## config.mk

```make
export PLATFORM = sky130hd
export DESIGN_NAME = fft_mem_wr_ctrl
export DESIGN_NICKNAME = d
export VERILOG_FILES = /design/src/rtl/fft_pkg.sv /design/src/rtl/fft_wr_counter.sv /design/src/rtl/fft_mem_wr_ctrl.sv
export SDC_FILE = /design/constraint.sdc
export NUM_CORES = 1
export LEC_CHECK = 0
export BUFFER_PORTS_ARGS = -buffer_cell sky130_fd_sc_hd__buf_2
export CORE_ASPECT_RATIO = 0.75
export CORE_MARGIN = 4
export CORE_UTILIZATION = 45
export CTS_CLUSTER_SIZE = 28
export DETAILED_ROUTE_END_ITERATION = 7
export HOLD_SLACK_MARGIN = 0.1
export PLACE_DENSITY = 0.78
export SYNTH_ARGS = -nofsm -noshare
export SYNTH_HDL_FRONTEND = slang
export SYNTH_SLANG_ARGS = --single-unit
```

## constraint.sdc

```tcl
create_clock -name iCLK -period 1.6 [get_ports iCLK]
set_input_delay 0.16 -clock iCLK [delete_from_list [all_inputs] [get_ports iCLK]]
set_output_delay 0.16 -clock iCLK [all_outputs]
set_load 0.02 [all_outputs]
```

## src/rtl/fft_pkg.sv

```systemverilog
// Shared definitions for the FFT memory write path: frame size, address
// layout, FSM state encodings and the bank assigned to each write phase.
package fft_pkg;

   localparam int FFT_NPT = 16;
   localparam int ADDR_W  = 7;
   localparam int BANK_W  = 3;
   localparam int IDX_W   = 4;

   typedef enum logic [2:0] {
      S_IDLE = 3'd0,
      S_LOAD = 3'd1,
      S_W1   = 3'd2,
      S_W2   = 3'd3,
      S_W3   = 3'd4,
      S_W4   = 3'd5
   } state_t;

   localparam logic [BANK_W-1:0] BANK_LOAD = 3'b000;
   localparam logic [BANK_W-1:0] BANK_W1   = 3'b001;
   localparam logic [BANK_W-1:0] BANK_W2   = 3'b010;
   localparam logic [BANK_W-1:0] BANK_W3   = 3'b011;
   // The last butterfly stage writes back over the previous stage's bank.
   localparam logic [BANK_W-1:0] BANK_W4   = 3'b011;

   // Bank field used for writes issued from a given state.
   function automatic logic [BANK_W-1:0] bank_of(input state_t s);
      logic [BANK_W-1:0] b;
      b = BANK_LOAD;
      case (s)
         S_LOAD:  b = BANK_LOAD;
         S_W1:    b = BANK_W1;
         S_W2:    b = BANK_W2;
         S_W3:    b = BANK_W3;
         S_W4:    b = BANK_W4;
         default: b = BANK_LOAD;
      endcase
      return b;
   endfunction

   // True for the states that accept write data.
   function automatic logic is_active(input state_t s);
      return (s == S_LOAD) || (s == S_W1) || (s == S_W2) ||
             (s == S_W3)   || (s == S_W4);
   endfunction

endpackage

```

## src/rtl/fft_wr_counter.sv

```systemverilog
// Write index counter: counts accepted writes, wraps after the last index
// of a phase, and clears synchronously (clear beats enable).
module fft_wr_counter
   import fft_pkg::*;
#(
   parameter logic [IDX_W-1:0] WRAP = 4'd15
) (
   input  logic             iCLK,
   input  logic             iRSTn,
   input  logic             clr_i,
   input  logic             en_i,
   output logic [IDX_W-1:0] cnt_o
);

   logic [IDX_W-1:0] cnt_q;
   logic [IDX_W-1:0] cnt_d;

   // Next count: clear, wrap at the phase end, or step on enable.
   always_comb begin
      cnt_d = cnt_q;
      if (clr_i) begin
         cnt_d = '0;
      end else if (en_i) begin
         cnt_d = (cnt_q == WRAP) ? '0 : cnt_q + 1'b1;
      end
   end

   // Count register with asynchronous active-low reset.
   always_ff @(posedge iCLK or negedge iRSTn) begin
      if (!iRSTn) begin
         cnt_q <= '0;
      end else begin
         cnt_q <= cnt_d;
      end
   end

   assign cnt_o = cnt_q;

endmodule

```

## src/rtl/fft_mem_wr_ctrl.sv

```systemverilog
// FFT memory write controller: sequences one load phase and four butterfly
// write phases per frame, producing registered write enable/address plus
// read-start and frame-done pulses.
module fft_mem_wr_ctrl
   import fft_pkg::*;
#(
   parameter int NPT = FFT_NPT
) (
   input  logic              iCLK,
   input  logic              iRSTn,
   input  logic              iCLR,
   input  logic              iStart,
   input  logic              iVALID,
   output logic              oWEN,
   output logic [ADDR_W-1:0] WADDR,
   output logic              oSTART_RD,
   output logic              oDONE,
   output logic [2:0]        STATE
);

   localparam logic [IDX_W-1:0] LAST_IDX = IDX_W'(NPT - 1);

   state_t            state_q;
   logic              wen_q;
   logic [ADDR_W-1:0] waddr_q;
   logic [ADDR_W-1:0] waddr_d;
   logic              start_rd_q;
   logic              done_q;

   logic [IDX_W-1:0]  cnt;
   logic              active;
   logic              accept;
   logic              last_wr;
   logic              cnt_clr;

   // iVALID only counts as a write while a phase is in progress.
   assign active  = is_active(state_q);
   assign accept  = active & iVALID;
   assign last_wr = accept & (cnt == LAST_IDX);
   // Idle (or an illegal code) keeps the index at zero so a new frame
   // always starts from index 0, whatever was left by an aborted one.
   assign cnt_clr = iCLR | ~active;
   assign waddr_d = {bank_of(state_q), cnt};

   fft_wr_counter #(
      .WRAP (LAST_IDX)
   ) u_wr_counter (
      .iCLK  (iCLK),
      .iRSTn (iRSTn),
      .clr_i (cnt_clr),
      .en_i  (accept),
      .cnt_o (cnt)
   );

   // Phase sequencing FSM with registered write strobe, address and pulses.
   always_ff @(posedge iCLK or negedge iRSTn) begin
      if (!iRSTn) begin
         state_q    <= S_IDLE;
         wen_q      <= 1'b0;
         waddr_q    <= '0;
         start_rd_q <= 1'b0;
         done_q     <= 1'b0;
      end else if (iCLR) begin
         state_q    <= S_IDLE;
         wen_q      <= 1'b0;
         waddr_q    <= '0;
         start_rd_q <= 1'b0;
         done_q     <= 1'b0;
      end else begin
         wen_q      <= accept;
         start_rd_q <= last_wr & (state_q == S_LOAD);
         done_q     <= last_wr & (state_q == S_W4);
         if (accept) begin
            waddr_q <= waddr_d;
         end
         case (state_q)
            S_IDLE:  if (iStart)  state_q <= S_LOAD;
            S_LOAD:  if (last_wr) state_q <= S_W1;
            S_W1:    if (last_wr) state_q <= S_W2;
            S_W2:    if (last_wr) state_q <= S_W3;
            S_W3:    if (last_wr) state_q <= S_W4;
            // Returning to idle here means an iStart seen on this same edge
            // is ignored; it must still be present on the next cycle.
            S_W4:    if (last_wr) state_q <= S_IDLE;
            default: state_q <= S_IDLE;
         endcase
      end
   end

   assign oWEN      = wen_q;
   assign WADDR     = waddr_q;
   assign oSTART_RD = start_rd_q;
   assign oDONE     = done_q;
   assign STATE     = state_q;

endmodule

```

# Yosys cells after proc, flatten, opt, wreduce, memory -nomap -nowiden
# Cells that the tools add are included.
# Widths: inputs -> output; s select.
dict set report classes {
  eq_ne 12
  n_reduce_logical 9
  n_mux 17
  n_addsub 1
  n_bitwise 6
}
# operator count
set ops {}
lappend ops {{$mux 3} 7}
lappend ops {{$ne 3x3->1 const B} 6}
lappend ops {{$pmux 3 s6} 1}
lappend ops {{$mux 7} 2}
lappend ops {{$mux 4} 3}
lappend ops {{$eq 3x2->1 const B} 2}
lappend ops {{$eq 3x3->1 const B} 2}
lappend ops {{$pmux 2 s3} 1}
lappend ops {{$reduce_and 6->1} 1}
lappend ops {{$add 4x1->4 const B} 1}
lappend ops {{$and 1x1->1} 4}
lappend ops {{$eq 4x4->1 const B} 1}
lappend ops {{$logic_or 1x1->1} 4}
lappend ops {{$reduce_bool 2->1} 2}
lappend ops {{$eq 3x1->1 const B} 1}
lappend ops {{$logic_not 3->1} 1}
lappend ops {{$mux 1} 3}
lappend ops {{$reduce_or 2->1} 1}
lappend ops {{$not 1->1} 1}
lappend ops {{$or 1x1->1} 1}
dict set report totals {
  out_inout_bits 13
  elab_cells 51
  regBits 17
  in_bits 5
}

# Longest topological paths before layout
dict set report logic_depth {
  ltp_word 10
  depth_mapped 5
  depth_no_buf 4
}

# By module
# From an unflattened synthesis, not the netlist that was laid out.
dict set report hier_totals {
  hier_cells 79
  area_unflattened_um2 810.8
}
# mod seq_area_each_um2 area_per_inst_um2 instances cells_per_inst
set modules_own_cells {}
lappend modules_own_cells {fft_mem_wr_ctrl 300.3 619.3 1 60}
lappend modules_own_cells {fft_wr_counter 100.1 191.4 1 19}

# Worst setup path before layout
# OpenSTA, ideal clock, no wires.
dict set report synth_timing {
  path_type {reg2reg}
  from {register state_q[0] (netlist: STATE[0])}
  to {register wen_q (netlist: oWEN)}
  path_stages_with_launch 5
  arrival_time_ns 1.256
  setup_ns 0.131
  slack_ns 0.214
  required_time_ns 1.469
  n_path_buf 1
  synth_period_minus_slack_ns 1.386
  path_cell_list {dfrtp_1 or3_1 and3_1 buf_6 nor2b_1}
}
dict set report synth_between {
  elab_chain_cells 7
  word_cells_on_any_way 11
  cone_classes {5 x eq/ne; 1 x mux; 1 x bitwise; 4 x reduce/logical}
}
# element line
set synth_rtl {}
lappend synth_rtl {{start: declaration} fft_mem_wr_ctrl.sv:23} ;# state_t state_q;
lappend synth_rtl {{start signal: assignment} fft_mem_wr_ctrl.sv:58} ;# state_q <= S_IDLE;
lappend synth_rtl {{start signal: assignment} fft_mem_wr_ctrl.sv:64} ;# state_q <= S_IDLE;
lappend synth_rtl {{start signal: assignment} fft_mem_wr_ctrl.sv:77} ;# S_IDLE: if (iStart) state_q <= S_LOAD;
lappend synth_rtl {{$eq 3x1->1 or $eq 3x2->1 (tied branches)} fft_pkg.sv:43} ;# return (s == S_LOAD) || (s == S_W1) || (s == S_W2) ||
lappend synth_rtl {{$logic_or 1x1->1 (3 in a row)} fft_pkg.sv:43}
lappend synth_rtl {{$logic_or 1x1->1 *} fft_pkg.sv:44} ;# (s == S_W3) || (s == S_W4);
lappend synth_rtl {{$and 1x1->1 *} fft_mem_wr_ctrl.sv:38} ;# assign accept = active & iVALID;
lappend synth_rtl {{$mux 1 *} fft_mem_wr_ctrl.sv:63} ;# end else if (iCLR) begin
lappend synth_rtl {{end signal: assignment} fft_mem_wr_ctrl.sv:70} ;# wen_q <= accept;
lappend synth_rtl {{end: declaration} fft_mem_wr_ctrl.sv:24} ;# logic wen_q;
# Mark *: on every way between the ends. The rest lies on a longest branch, timed or not.
# A chain may end at the register's enable or synchronous reset.

# Final worst setup path
dict set report layout_timing {
  from {register u_wr_counter.cnt_q[0] (netlist: u_wr_counter.cnt_o[0])}
  to {register state_q[1] (netlist: STATE[1])}
}
dict set report layout_between {
  elab_chain_cells 4
  word_cells_on_any_way 8
  cone_classes {6 x eq/ne; 1 x bitwise; 1 x reduce/logical}
}
# element line
set layout_rtl {}
lappend layout_rtl {{start: declaration} fft_wr_counter.sv:15} ;# logic [IDX_W-1:0] cnt_q;
lappend layout_rtl {{start signal: assignment} fft_wr_counter.sv:33} ;# cnt_q <= cnt_d;
lappend layout_rtl {{$eq 4x4->1 *} fft_mem_wr_ctrl.sv:39} ;# assign last_wr = accept & (cnt == LAST_IDX);
lappend layout_rtl {{$and 1x1->1 *} fft_mem_wr_ctrl.sv:39}
lappend layout_rtl {{$ne 3x3->1 (no source line)} -}
lappend layout_rtl {{$reduce_and 6->1 (no source line) *} -}
# Marks and branches as above.

==> flow_summary_export.csv <==
group,metric,value,unit
sta,clock_skew,0.5102,ps
floorplanning,chipHeight,44.99,um
floorplanning,initial_core_util,47.61,%
floorplanning,ios,18,
worst_setup_path,slowest_stage,"dfrtp_1",
floorplanning,coreArea,1724,um^2
detailed_routing,route.met2.wl,751,um
sta,rsz0062_at_grt,"no",
worst_setup_path,endpoint_kind,"flip-flop",
sta,setup_tns,0,ps
cts,cts_buffers,3,
global_routing,grt_pass1_vias,577,
sta,period_needed,1500,ps
worst_setup_path,rr_worst_depth,4,
worst_setup_path,critPathLaunchType,"flip-flop",
detailed_routing,highest_layer,"met3",
logic_synthesis,ys_async_sr_fraction,100.0,%
floorplanning,die_width,57.32,um
power_and_ir_drop,p_leak,0.0004487,uW
logic_synthesis,synth.cell_area,820.8,um^2
logic_synthesis,ys_seq_elements,16,
logic_synthesis,postSynthCellCount,83,
detailed_routing,met3_length,141,um
layout,drive_gt1_share,23.76,%
layout,layout.cells.non_filler,123,
logic_synthesis,synth_seq_area_share,48.78,%
detailed_routing,drtIter0Drc,23,
layout,syn_to_final_growth,17.23,%
layout,nFillCells,175,
logic_synthesis,synth_common_cells,"dfrtp_1, nand2b_1, a21oi_1",
global_routing,antenna_found_initial,0,
worst_setup_path,r2r_start,"u_wr_counter.cnt_o[0]",
status,status,"finished clean",
detailed_routing,drcViolationCount,0,
cts,post-cts-setup-buffer-count,0,
sta,fmax,0.6667,GHz
flow_run,cap_viol_max_count,0,
worst_setup_path,critical_path_arrival,1700,ps
cts,insertion_delay,280,ps
worst_hold_path,min_to,"STATE[2]",
sta,setup_violations,0,
detailed_routing,first_pass_iters,4,
logic_synthesis,synth_top_area_share,48.78,%
worst_setup_path,cp_cell_sequence,"ha_2 -> nand4_1 -> or3_1 -> a211oi_1",
sta,hold_ws,219.9,ps
layout,multiInputGateArea,381.6,um^2
logic_synthesis,synthDistinctLibCells,30,
placement,place_inst,118,
detailed_routing,detail-route-antenna-nets,0,
placement,routabilityCongestion,0.7906,
logic_synthesis,synth-main-ff-cell,"dfrtp_1",
worst_setup_path,cp.required,1800,ps
global_routing,grt_max_degree,18,
logic_synthesis,synth_top_area_cell,"dfrtp_1",
cts,cts_tree,"yes",
layout,postLayoutCoreUtil,55.81,%
detailed_routing,met1_length,738,um
placement,io_buffers,16,
layout,design_area,962.2,um^2
layout,seq_area,400.4,um^2
global_routing,grt_first_pass_wirelength,2725,um
detailed_routing,wirelength,1631,um
cts,clk_pin_slew_worst_paths,90,ps
cts,clock_path_buffers,2,
global_routing,gr-total-overflow,0,
sta,hold_viol,0,
worst_setup_path,rrSetupSlack,100,ps
cts,cts.sinks,16,
sta,maxSlewViolCount,0,
logic_synthesis,synth_edf_count,0,
logic_synthesis,yosys-top-cells-area,"dfrtp_1, nand2b_1, mux2i_1",
floorplanning,num_rows,13,
worst_setup_path,reg2reg_to,"STATE[1]",
layout,antennaDiodeCount,0,
worst_hold_path,hold_start,"iCLR",
worst_setup_path,setup.worst_path.class,"flip-flop to flip-flop",
cts,cts-root-buf,"clkbuf_4",
logic_synthesis,syn_nets,89,
worst_hold_path,hp-class,"input port to flip-flop",
detailed_routing,routedWlPerCell,13.26,um
floorplanning,dieArea,2578,um^2
placement,dpl.hpwl,1162,um
logic_synthesis,post-synth-top-count-cell,"dfrtp_1",
power_and_ir_drop,peakVddDrop,0.7003,mV
detailed_routing,vias,658,
global_routing,grt_usage,14.30,%
worst_hold_path,hold_depth,2,
cts,htreeDepth,1,
placement,placed_area,913.4,um^2
worst_setup_path,cp_slowest_stage_delay,440,ps
layout,nNetsFinal,108,
power_and_ir_drop,p_per_area,766.0,nW/um^2
worst_setup_path,path_max_fanout,6,
sta,fin_crit_sh,93.74,%
detailed_routing,detail_route.vias_per_cell,5.350,
logic_synthesis,post_synth.cell_area_avg,9.889,um^2
logic_synthesis,yosysWarnings,0,
-- cells by family after synthesis --
group	count (synthesis)	share of synthesized area, %
flip-flops	16	48.78
adder cells (fa/ha/maj)	1	1.524
buffers and inverters	7	5.029
XOR/XNOR	1	1.067
AO/OA/AOI/OAI	16	11.28
multiplexers	5	6.098
AND/OR/NAND/NOR	36	25.76
other	1	0.4569
-- worst max-delay path: cells and delay by family, from the launching register on --
family,cells,cell delay [ps]
AO/OA/AOI/OAI,1,240
adder cells (fa/ha/maj),1,250
flip-flops,1,440
AND/OR/NAND/NOR,2,490
-- registers in the layout, indices dropped and copies added, names as in the netlist --
name,count
STATE,3
WADDR,6
u_wr_counter.cnt_o,4
oSTART_RD,1
oWEN,1
oDONE,1
-- repair_timing --
action | CTS | global route
gates resized for setup | 0 | 1
hold buffers | 1 | 0
setup endpoints to repair | 0 | 1
endpoints found under the hold margin | 16 | 0
-- report_power, final --
group | leakage (uW) | switching [uW] | internal (uW)
clock | 0.0000210 | 126 | 138
sequential | 0.000221 | 2.82 | 408
combinational | 0.000206 | 38.7 | 23.3
total | 0.000449 | 167 | 570
-- worst max-delay path by stage --
stage / startpoint / to / slack, ps / cells after the start
floorplan: STATE[0] / oWEN / 210 / 4
global placement: u_wr_counter.cnt_o[0] / STATE[1] / 210 / 4
detailed placement: u_wr_counter.cnt_o[0] / STATE[1] / 110 / 4
CTS: u_wr_counter.cnt_o[0] / STATE[1] / 90 / 4
global route: u_wr_counter.cnt_o[0] / STATE[1] / 20 / 4
finish: u_wr_counter.cnt_o[0] / STATE[1] / 100 / 4
-- metrics by stage --
stage / power, uW / worst slack (ps)
global route: 780.3 / 19.32
detailed placement: 479.7 / 109.8
floorplan: 458.6 / 213.8
CTS: 755.3 / 85.97
finish: 737.0 / 100.1
global placement: 477.6 / 212.2
-- placed cells by master, fill, tap and decap left out, types with 2 or more instances in the layout --
| master | instances |
|---|---|
| or3_1 | 3 |
| nor4_1 | 2 |
| clkbuf_4 | 3 |
| nand2b_1 | 9 |
| buf_2 | 16 |
| o21ai_0 | 5 |
| nand3_1 | 2 |
| a21oi_1 | 7 |
| buf_4 | 3 |
| nand3b_1 | 2 |
| dfrtp_1 | 16 |
| nor2b_1 | 4 |
| nor2_1 | 3 |
| nand2_1 | 5 |
| mux2i_1 | 5 |
-- metal layers --
| layer | GRT usage, % | up-vias |
|---|---|---|
| met5 | 0 | - |
| met4 | 2.778 | 0 |
| met3 | 6.571 | 0 |
| met2 | 22.10 | 24 |
| met1 | 18.77 | 305 |
| li1 | - | 329 |
-- final cells by class --
cell class                 count  area share [%]
multi-input combinational     60           39.66
clock buffer                   4           3.771
inverter                       1          0.3901
sequential                    16           41.61
tap                           22           2.861
timing repair buffer          20           11.70
No activity file was read; power rests on OpenSTA's default activity.
